## src/rtl/hazard_pkg.sv

```systemverilog
// Shared types and constants for the pipeline hazard controller.
package hazard_pkg;

    typedef enum logic [1:0] {
        RUN        = 2'd0,
        LOAD_STALL = 2'd1,
        IMEM_WAIT  = 2'd2,
        FLUSH      = 2'd3
    } hazard_state_e;

    localparam logic [4:0] REG_ZERO      = 5'd0;
    localparam int         CNT_W_DEFAULT = 32;

    // A load in ID/EX whose destination feeds the instruction in IF/ID ($zero never hazards).
    function automatic logic is_load_use(
        input logic       mem_read,
        input logic [4:0] ex_rt,
        input logic [4:0] id_rs,
        input logic [4:0] id_rt
    );
        return mem_read && (ex_rt != REG_ZERO) && ((ex_rt == id_rs) || (ex_rt == id_rt));
    endfunction

endpackage

```

## src/rtl/hazard_perf_cnt.sv

```systemverilog
// Saturating up-counter with enable and synchronous active-high reset.
module hazard_perf_cnt #(
    parameter int W = 32
) (
    input  logic         clk,
    input  logic         reset_in,
    input  logic         en_in,
    output logic [W-1:0] count_out
);

    logic [W-1:0] count_q, count_d;

    always_comb begin
        count_d = count_q;
        if (en_in && (count_q != '1)) begin
            count_d = count_q + W'(1);
        end
    end

    always_ff @(posedge clk) begin
        if (reset_in) begin
            count_q <= '0;
        end else begin
            count_q <= count_d;
        end
    end

    assign count_out = count_q;

endmodule

```

## src/rtl/hazard_ctrl_unit.sv

```systemverilog
// Hazard controller: load-use stall, branch/jump flush sequencing, imem wait hold.
// Define HAZ_PERF_CNT_EN to build the stall/flush cycle counters.
module hazard_ctrl_unit
    import hazard_pkg::*;
#(
    parameter int BRANCH_FLUSH_CYCLES = 1,
    parameter int CNT_W               = CNT_W_DEFAULT
) (
    input  logic             clk,
    input  logic             reset_in,
    input  logic [4:0]       IF_ID_Rs_in,
    input  logic [4:0]       IF_ID_Rt_in,
    input  logic [4:0]       ID_EX_Rt_in,
    input  logic             ID_EX_MemRead_in,
    input  logic             branch_taken_in,
    input  logic             jump_in,
    input  logic             imem_ready_in,
    output logic             PC_write_out,
    output logic             IF_ID_enable_out,
    output logic             flush_jump_out,
    output logic             flush_branch_out,
    output logic             ID_EX_bubble_out,
    output logic [CNT_W-1:0] stall_cycles_out,
    output logic [CNT_W-1:0] flush_cycles_out
);

    localparam bit         MULTI_FLUSH  = (BRANCH_FLUSH_CYCLES > 1);
    localparam logic [2:0] FLUSH_RELOAD = 3'(BRANCH_FLUSH_CYCLES - 2);

    hazard_state_e state_q, state_d;
    logic [2:0]    flush_cnt_q, flush_cnt_d;
    logic          load_use;

    always_comb begin
        state_d          = state_q;
        flush_cnt_d      = flush_cnt_q;
        PC_write_out     = 1'b1;
        IF_ID_enable_out = 1'b1;
        flush_jump_out   = 1'b0;
        flush_branch_out = 1'b0;
        ID_EX_bubble_out = 1'b0;
        load_use = is_load_use(ID_EX_MemRead_in, ID_EX_Rt_in, IF_ID_Rs_in, IF_ID_Rt_in);

        if (reset_in) begin
            PC_write_out     = 1'b0;
            IF_ID_enable_out = 1'b0;
            ID_EX_bubble_out = 1'b1;
            state_d          = RUN;
            flush_cnt_d      = 3'd0;
        end else if (branch_taken_in) begin
            flush_branch_out = 1'b1;
            ID_EX_bubble_out = 1'b1;
            if (MULTI_FLUSH) begin
                state_d     = FLUSH;
                flush_cnt_d = FLUSH_RELOAD;
            end else begin
                state_d = RUN;
            end
        end else if (state_q == FLUSH) begin
            // Remaining flush cycles discard whatever the front end fetched.
            flush_branch_out = 1'b1;
            ID_EX_bubble_out = 1'b1;
            if (flush_cnt_q == 3'd0) begin
                state_d = RUN;
            end else begin
                flush_cnt_d = flush_cnt_q - 3'd1;
            end
        end else if (jump_in) begin
            flush_jump_out = 1'b1;
            state_d        = RUN;
        end else if (load_use && (state_q != LOAD_STALL)) begin
            PC_write_out     = 1'b0;
            IF_ID_enable_out = 1'b0;
            ID_EX_bubble_out = 1'b1;
            state_d          = LOAD_STALL;
        end else if (!imem_ready_in) begin
            PC_write_out     = 1'b0;
            IF_ID_enable_out = 1'b0;
            ID_EX_bubble_out = 1'b1;
            state_d          = IMEM_WAIT;
        end else begin
            state_d = RUN;
        end
    end

    always_ff @(posedge clk) begin
        if (reset_in) begin
            state_q     <= RUN;
            flush_cnt_q <= 3'd0;
        end else begin
            state_q     <= state_d;
            flush_cnt_q <= flush_cnt_d;
        end
    end

`ifdef HAZ_PERF_CNT_EN
    logic stall_en, flush_en;

    assign stall_en = !reset_in && !PC_write_out;
    assign flush_en = !reset_in && (flush_jump_out || flush_branch_out);

    hazard_perf_cnt #(.W(CNT_W)) u_stall_cnt (
        .clk       (clk),
        .reset_in  (reset_in),
        .en_in     (stall_en),
        .count_out (stall_cycles_out)
    );

    hazard_perf_cnt #(.W(CNT_W)) u_flush_cnt (
        .clk       (clk),
        .reset_in  (reset_in),
        .en_in     (flush_en),
        .count_out (flush_cycles_out)
    );
`else
    assign stall_cycles_out = '0;
    assign flush_cycles_out = '0;
`endif

endmodule
```

## config.mk

```make
export PLATFORM = sky130hd
export DESIGN_NAME = hazard_ctrl_unit
export DESIGN_NICKNAME = d
export VERILOG_FILES = /design/src/rtl/hazard_pkg.sv /design/src/rtl/hazard_perf_cnt.sv /design/src/rtl/hazard_ctrl_unit.sv
export SDC_FILE = /design/constraint.sdc
export NUM_CORES = 1
export LEC_CHECK = 0
export ABC_CLOCK_PERIOD_IN_PS = 2200
export CORE_UTILIZATION = 31
export CTS_BUF_LIST = sky130_fd_sc_hd__clkbuf_2
export CTS_CLUSTER_DIAMETER = 30
export CTS_CLUSTER_SIZE = 10
export DETAILED_ROUTE_END_ITERATION = 12
export PLACE_DENSITY_LB_ADDON = 0.08
export SLEW_MARGIN = 20
export SYNTH_ARGS = -nofsm -noshare
export SYNTH_HDL_FRONTEND = slang
export SYNTH_SLANG_ARGS = --single-unit
```

## constraint.sdc

```tcl
create_clock -name clk -period 2.2 [get_ports clk]
set_input_delay 0.44 -clock clk [delete_from_list [all_inputs] [get_ports clk]]
set_output_delay 0.44 -clock clk [all_outputs]
set_load 0.05 [all_outputs]
```

# ---- Word level (Yosys, flattened, before mapping)
# Index checks and enable logic that the tools add are counted.
dict set report op_classes {
  n_addsub 1
  mul 0
  div_mod_pow 0
  order_cmp 0
  eq_ne 5
  n_shift 0
  muxes 24
  bitwise_logic 2
  n_reduce_logical 8
}
# op count
set op_table {}
lappend op_table {{$mux 1} 19}
lappend op_table {{$eq 5x5->1} 2}
lappend op_table {{$mux 2} 5}
lappend op_table {{$reduce_bool 5->1} 1}
lappend op_table {{$ne 2x1->1 const B} 2}
lappend op_table {{$logic_and 1x1->1} 3}
lappend op_table {{$logic_not 3->1} 1}
lappend op_table {{$reduce_and 3->1} 1}
lappend op_table {{$sub 3x1->3 const B} 1}
lappend op_table {{$eq 2x2->1 const B} 1}
lappend op_table {{$not 1->1} 2}
lappend op_table {{$reduce_or 2->1} 1}
lappend op_table {{$logic_or 1x1->1} 1}
dict set report totals {
  ff_bits 5
  latch_bits 0
  ram_bits 0
  mem_bits_ro 0
  inputBits 21
  out_inout_bits 69
  word_cells 42
  mem_count 0
}

# ---- Longest topological paths before layout
# Gate-level depths: netlist of the first run.
dict set report logic_depth {
  word_depth 9
  depth_mapped 6
  mapped_depth_nobuf 6
}

# ---- Worst setup path after synthesis of the first run
# OpenSTA, ideal clock, no wires.
dict set report synth_timing {
  kind {input to output}
  startpoint {input ID_EX_Rt_in[3]}
  endpoint {output PC_write_out}
  t_arrival_ns 2.370
  required_ns 1.760
  path_slack_ns -0.610
  cell_stages 5
  n_path_buf 1
  path_cell_list {or4_4 -> o221ai_4 -> nor3_2 -> a221oi_2 -> buf_4}
}
dict set report synth_between {
  elab_chain_len 9
  elab_cells_between_ends 12
  classes_between {2 x eq/ne; 5 x mux; 5 x reduce/logical}
}
# element line_no
set synth_rtl {}
lappend synth_rtl {{start: declaration} hazard_ctrl_unit.sv:13} ;# input logic [4:0] ID_EX_Rt_in,
lappend synth_rtl {{$eq 5x5->1 or $reduce_bool 5->1 (tied branches)} hazard_pkg.sv:21} ;# return mem_read && (ex_rt != REG_ZERO) && ((ex_rt == id_rs) || (ex_rt == id_rt));
lappend synth_rtl {{$logic_or 1x1->1 or $logic_and 1x1->1 (tied branches)} hazard_pkg.sv:21}
lappend synth_rtl {{$logic_and 1x1->1 (*)} hazard_pkg.sv:21}
lappend synth_rtl {{$logic_and 1x1->1 (*)} hazard_ctrl_unit.sv:71} ;# end else if (load_use && (state_q != LOAD_STALL)) begin
lappend synth_rtl {{$mux 1 (*) (5 in series)} --}
lappend synth_rtl {{end: declaration} hazard_ctrl_unit.sv:18} ;# output logic PC_write_out,
# Mark *: on every way between the ends. The rest lies on a longest branch, timed or not.

# ---- Final worst setup path of the first run
dict set report layout_timing {
  startpoint {input ID_EX_Rt_in[3]}
  endpoint {output IF_ID_enable_out}
}
dict set report layout_between {
  elab_chain_len 9
  elab_cells_between_ends 12
  classes_between {2 x eq/ne; 5 x mux; 5 x reduce/logical}
}
# element line_no
set layout_rtl {}
lappend layout_rtl {{$eq 5x5->1 or $reduce_bool 5->1 (tied branches)} hazard_pkg.sv:21}
lappend layout_rtl {{$logic_or 1x1->1 or $logic_and 1x1->1 (tied branches)} hazard_pkg.sv:21}
lappend layout_rtl {{$logic_and 1x1->1 (*)} hazard_pkg.sv:21}
lappend layout_rtl {{$logic_and 1x1->1 (*)} hazard_ctrl_unit.sv:71}
lappend layout_rtl {{$mux 1 (*)} hazard_ctrl_unit.sv:71}
lappend layout_rtl {{$mux 1 (*)} hazard_ctrl_unit.sv:68} ;# end else if (jump_in) begin
lappend layout_rtl {{$mux 1 (*)} hazard_ctrl_unit.sv:59} ;# end else if (state_q == FLUSH) begin
lappend layout_rtl {{$mux 1 (*)} hazard_ctrl_unit.sv:50} ;# end else if (branch_taken_in) begin
lappend layout_rtl {{$mux 1 (*)} hazard_ctrl_unit.sv:44} ;# if (reset_in) begin
lappend layout_rtl {{end: declaration} hazard_ctrl_unit.sv:19} ;# output logic IF_ID_enable_out,
# Marked as above.

==> results.tsv, run 1 <==
stage	metric	value	unit
grt	grt_pass1_vias	597	
sta	finalCritPeriodShare	1.03	
final_layout	nFillCells	275	
run	maxCapViolCount	0	
sta	fin_ws	-76.3	ps
place	dp.cells	186	
synth	synth_cells	123	
floorplanning	die_h	57.5	um
synth	synth_top_family_by_area	buffers and inverters	
floorplanning	pin_count	90	
synth	ys_warn_count	0	
worst_setup_path	critPathMaxFanout	2	
floorplanning	die_w	57.5	um
synth	synth-main-ff-cell	dfxtp_1	
cts	root_buffer	clkbuf_2	
worst_setup_path	critPathSlowestCell	or4_4	
synth	syn_area	953	um2
floorplanning	initial_core_util	0.337	
synth	yosys.area_share.simple	0.121	
floorplanning	die_area	0.00330	mm2
drt	drc	7	
synth	synth.most_common_cell	buf_4	
drt	drt-initial-drc-count	17	
synth	ys_top_cells_by_area	buf_4 51%, dfxtp_1 10%, xnor2_1 10%, nor2_1 3.1%, o221ai_4 2.8%	
worst_setup_path	startpoint	ID_EX_Rt_in[3]	
place	place.gp.congestion	0.686	
place	dp_hpwl	1410	um
grt	grt_usage	0.104	
synth	synth-seq-cells	5	
drt	detail_route.wl_per_cell	8.55	um
grt	grt_pass1_wl	2570	um
run_status	outcome	complete, but fails checks	
final_layout	drive_above_1_share	0.216	
worst_setup_path	cpLargestDelayFamily	simple AND/OR/NAND/NOR gates	
worst_setup_path	slowest_delay	540	ps
synth	ys_seq_area_frac	0.105	
pwr	powerDensity	479	mW/mm2
place	io_buffer_count	25	
drt	ant_nets	0	
worst_setup_path	reg2reg_from	flush_cnt_q[0]	
sta	hold_viol_final	0	
sta	fin_skew	6.36	ps
sta	rsz0062_at_grt	true	
drt	first_pass_iters	8	
drt	avgViaCountPerCell	3.70	
floorplanning	rows	19	
sta	holdWs	497	ps
hold_path	worstHoldStart	flush_cnt_q[2]	
sta	fmaxAchievable	0.439	GHz
worst_setup_path	crit_buf_inv	2	
final_layout	fin_util	0.420	
hold_path	min_path_type	flip-flop to flip-flop	
synth	avgSynthCellArea	7.75	um2
drt	vias	714	
pwr	ir_drop	0.000232	V
sta	finalSetupViolations	3	
worst_setup_path	required	1760	ps
cts	clockBufferDepth	2	
worst_setup_path	crit_arrival	1840	ps
grt	antenna_found_initial	0	
cts	cts_tree	built	
worst_setup_path	path_cells	buf_6 > or4_4 > o221ai_4 > nor3_4 > a221oi_4 > buf_12	
cts	clk_pin_slew	60	ps
cts	cts_hold_buffers	0	
sta	drv_slew	0	
cts	cts_sinks	5	
grt	grt_overflow	0	
synth	synthXorXnorAreaFrac	0.101	
floorplanning	core_area	0.00283	mm2
synth	synth_commonest_cells	65 x buf_4, 11 x xnor2_1, 8 x nor2_1, 5 x dfxtp_1, 5 x nand2_1	
grt	grt_max_degree	6	
cts	htreeDepth	1	
final_layout	area_growth	24.7	%
sta	layout_min_cycle_time	2280	ps
synth	async_flop_share	0	
run_status	violations	design-rule violations, negative setup slack	
final_layout	fin_cells	193	
synth	synth-edff-count	0	
synth	yosysUniqueCellTypes	24	
drt	routed_wl	1650	um
synth	yosys.area.top_type	buf_4	
cts	insertion_delay	220	ps
cts	cts_buffers	3	
worst_setup_path	crit_type	primary input to primary output	
synth	synth-compound-area-share	0.112	
final_layout	nets	186	
worst_setup_path	start_kind	primary input	
synth	yosys.area_share.adder	0.0262	
worst_setup_path	endpoint_kind	primary output	
synth	synth_top_area_frac	0.512	
final_layout	diodes	0	
pwr	leakage	0.587	nW
synth	muxShareOfSynthArea	0	
sta	fin_tns_setup	-168	ps
cells in the final DEF, fill, tap and decap left out, types with 2 or more instances in the layout:
cell type / instances
buf_6: 2
buf_12: 5
buf_4: 13
dlygate4sd2_1: 10
buf_2: 2
clkdlybuf4s50_1: 4
conb_1: 64
nor3_2: 2
nor2_1: 8
dfxtp_1: 5
clkbuf_2: 4
a21oi_1: 3
ha_1: 2
nand3_1: 2
dlymetal6s2s_1: 2
inv_1: 4
nand2_1: 5
a211oi_1: 2
xnor2_1: 11
registers in the layout, summed over array words and instances, names as in the netlist:
| register | flops |
|---|---|
| flush_cnt_q | 3 |
| state_q | 2 |
timing repair:
item	4_1_cts	5_1_grt
setup endpoints to repair	3	3
setup buffers	1	2
pin swaps	14	8
resized for setup	30	4
area by class of cell:
class / instances / area [um2] / share of cell area
Timing Repair Buffer: 38 / 383 / 0.322
Multi-Input combinational cell: 111 / 632 / 0.532
Inverter: 4 / 15.0 / 0.0126
Clock buffer: 4 / 20.0 / 0.0168
Tap cell: 31 / 38.8 / 0.0326
Sequential cell: 5 / 100 / 0.0842
stage by stage:
step	instance area, um2	setup WS (ps)	total power, mW
2_1_floorplan	1210	-347	0.483
3_3_place_gp	1130	-413	0.480
3_5_place_dp	1130	-420	0.479
4_1_cts	1170	-154	0.571
5_1_grt	1190	-129	0.599
6_report	1190	-76.3	0.569
path summary, 6_finish.rpt:
check / to / slack (ps) / cells past startpoint
max: IF_ID_enable_out / -80 / 6
min: flush_cnt_q[2] / 500 / 2
max reg2reg: flush_cnt_q[1] / 720 / 6
min reg2reg: flush_cnt_q[2] / 500 / 2
per-layer routing:
layer	up-vias	track usage	routed length, um
met5	-	0	0
met4	0	0.0314	19
met3	2	0.0454	182
met2	58	0.173	817
met1	309	0.120	630
li1	345	-	-
worst reg2reg max path, stage by stage (launching register included):
cell	delay, ps
dfxtp_1	340
inv_1	50
ha_1	190
ha_1	200
nor3_2	340
nor2_1	70
a211oi_1	200
report_power, final:
part           leakage [nW]  total [mW]  switching [mW]  internal (mW)
Clock                0.0166      0.0877          0.0396         0.0482
Combinational         0.530       0.389           0.306         0.0833
Sequential           0.0403      0.0922         0.00101         0.0912
logic make-up (layout without fill, tap and decap cells):
kind of cell,after synthesis,after routing
buffers and inverters,70,46
and+or+nand+nor,22,22
AOI/OAI and AO/OA,12,12
xor gates and xnor gates,11,11
DFF,5,5
adders and majority gates,2,2
other,1,64
(Power assumes the default switching activity.)
==> run 2: changes to the inputs <==
--- a/constraint.sdc
+++ b/constraint.sdc
@@ -3,2 +3,2 @@
 set_output_delay 0.44 -clock clk [all_outputs]
-set_load 0.05 [all_outputs]
+set_load 0.005 [all_outputs]
==> run 2 against run 1 <==
The flow finishes with violations (design-rule violations); design area down 7.2%; via count down 3.4%; register-to-register slack worse by 30 ps; cell count unchanged; sequential power about the same; wire length down 15%.
==> results.tsv, run 2 (same netlist as run 1, synthesis figures left out) <==
stage	metric	value	unit
run_status	outcome	complete, but fails checks	
run_status	violations	design-rule violations	
grt	grt_pass1_vias	533	
cts	cts_buffers	3	
sta	drv_slew	0	
drt	vias	690	
worst_setup_path	crit_type	primary input to primary output	
final_layout	area_growth	15.7	%
place	io_buffer_count	25	
final_layout	top_regs	flush_cnt_q (3), state_q (2)	
floorplanning	initial_core_util	0.337	
final_layout	largest_register	flush_cnt_q	
worst_setup_path	startpoint	ID_EX_Rt_in[0]	
final_layout	nFillCells	304	
drt	first_pass_iters	8	
drt	detail_route.wl_per_cell	7.24	um
floorplanning	die_w	57.5	um
final_layout	final_cell_mix	64 x conb_1, 13 x buf_4, 11 x xnor2_1	
drt	routed_wl	1400	um
sta	hold_viol_final	0	
final_layout	final_cell_area	0.00110	mm2
hold_path	min_path_type	flip-flop to flip-flop	
drt	drc	9	
sta	finalCritPeriodShare	0.977	
final_layout	drive_above_1_share	0.173	
sta	layout_min_cycle_time	2150	ps
pwr	report.power.total	0.307	mW
pwr	ir_drop	0.000124	V
pwr	powerDensity	278	mW/mm2
floorplanning	core_area	0.00283	mm2
grt	antenna_found_initial	0	
worst_setup_path	required	1760	ps
sta	fin_skew	7.02	ps
drt	ant_nets	0	
sta	finalSetupViolations	0	
grt	grt_pass1_wl	2190	um
cts	htreeDepth	1	
final_layout	nets	186	
pwr	leakage	0.594	nW
worst_setup_path	critPathMaxFanout	2	
hold_path	worstHoldStart	flush_cnt_q[1]	
worst_setup_path	endpoint_kind	primary output	
worst_setup_path	start_kind	primary input	
cts	clk_pin_slew	60	ps
cts	root_buffer	clkbuf_2	
cts	clockBufferDepth	2	
sta	fmaxAchievable	0.465	GHz
final_layout	diodes	0	
final_layout	layout_commonest_cell	conb_1	
cts	cts_sinks	5	
sta	rsz0062_at_grt	true	
grt	grt_overflow	0	
floorplanning	rows	19	
final_layout	largest_reg_flops	3	
floorplanning	pin_count	90	
grt	grt_usage	0.0815	
run	maxCapViolCount	0	
worst_setup_path	reg2reg_from	flush_cnt_q[0]	
floorplanning	die_area	0.00330	mm2
grt	grt_max_degree	6	
place	place.gp.congestion	0.694	
place	dp_hpwl	1240	um
worst_setup_path	crit_arrival	1710	ps
cts	cts_tree	built	
floorplanning	die_h	57.5	um
drt	avgViaCountPerCell	3.58	
sta	fin_tns_setup	0	ps
cts	insertion_delay	200	ps
place	dpl_cell_area	0.00108	mm2
drt	drt-initial-drc-count	10	
==> run 2: changes by cell type in the layout (fill, tap and decap cells not counted), sizes merged <==
cell,delta
clkdlybuf4s15,+1
dlymetal6s2s,+6
dlygate4sd2,-7
buf,-3
clkdlybuf4s50,+3
==> run 2: stage by stage <==
stage	cells	utilization	hold WS, ps	worst slack [ps]
final	193	0.390	501	50.7
after global placement	188	0.381	482	-718
after detailed placement	188	0.381	501	-746
after CTS	192	0.378	508	-56.9
after global routing	193	0.390	534	-43.7
after floorplan	186	-	478	136
==> run 2: cell type report <==
type | count | area [um2] | share of cell area
multi-input combinational | 111 | 583 | 0.528
timing repair buffer | 38 | 347 | 0.314
sequential | 5 | 100 | 0.0907
tap | 31 | 38.8 | 0.0351
clock buffer | 4 | 20.0 | 0.0181
inverter | 4 | 15.0 | 0.0136
==> run 2: repair_timing <==
| action | in CTS | in global routing |
|---|---|---|
| gates resized for setup | 27 | 12 |
| setup endpoints to repair | 5 | 3 |
| hold buffers | 0 | 0 |
| setup buffers | 0 | 1 |
| pin swaps | 5 | 14 |
==> run 2: worst paths after layout <==
check	endpoint	slack, ps	depth (start not counted)
max	IF_ID_enable_out	50	6
min	flush_cnt_q[1]	500	2
max reg2reg	flush_cnt_q[2]	690	6
min reg2reg	flush_cnt_q[1]	500	2
==> run 2: where the power goes <==
group	internal (mW)	total, mW	switching (mW)
Sequential	0.0913	0.0922	0.000887
Combinational	0.0688	0.134	0.0655
Clock	0.0481	0.0802	0.0321
==> run 2: layer usage <==
layer,vias up,global-route usage,wire length (um)
met3,0,0.0136,202
li1,344,-,-
met1,282,0.100,558
met2,64,0.146,636
met4,0,0.0209,0
met5,-,0,0
==> run 2: critical path: stages <==
cell and delay, ps:
buf_6 90, or4_4 540, o221ai_4 170, nor3_2 60, a221oi_2 250, buf_2 160
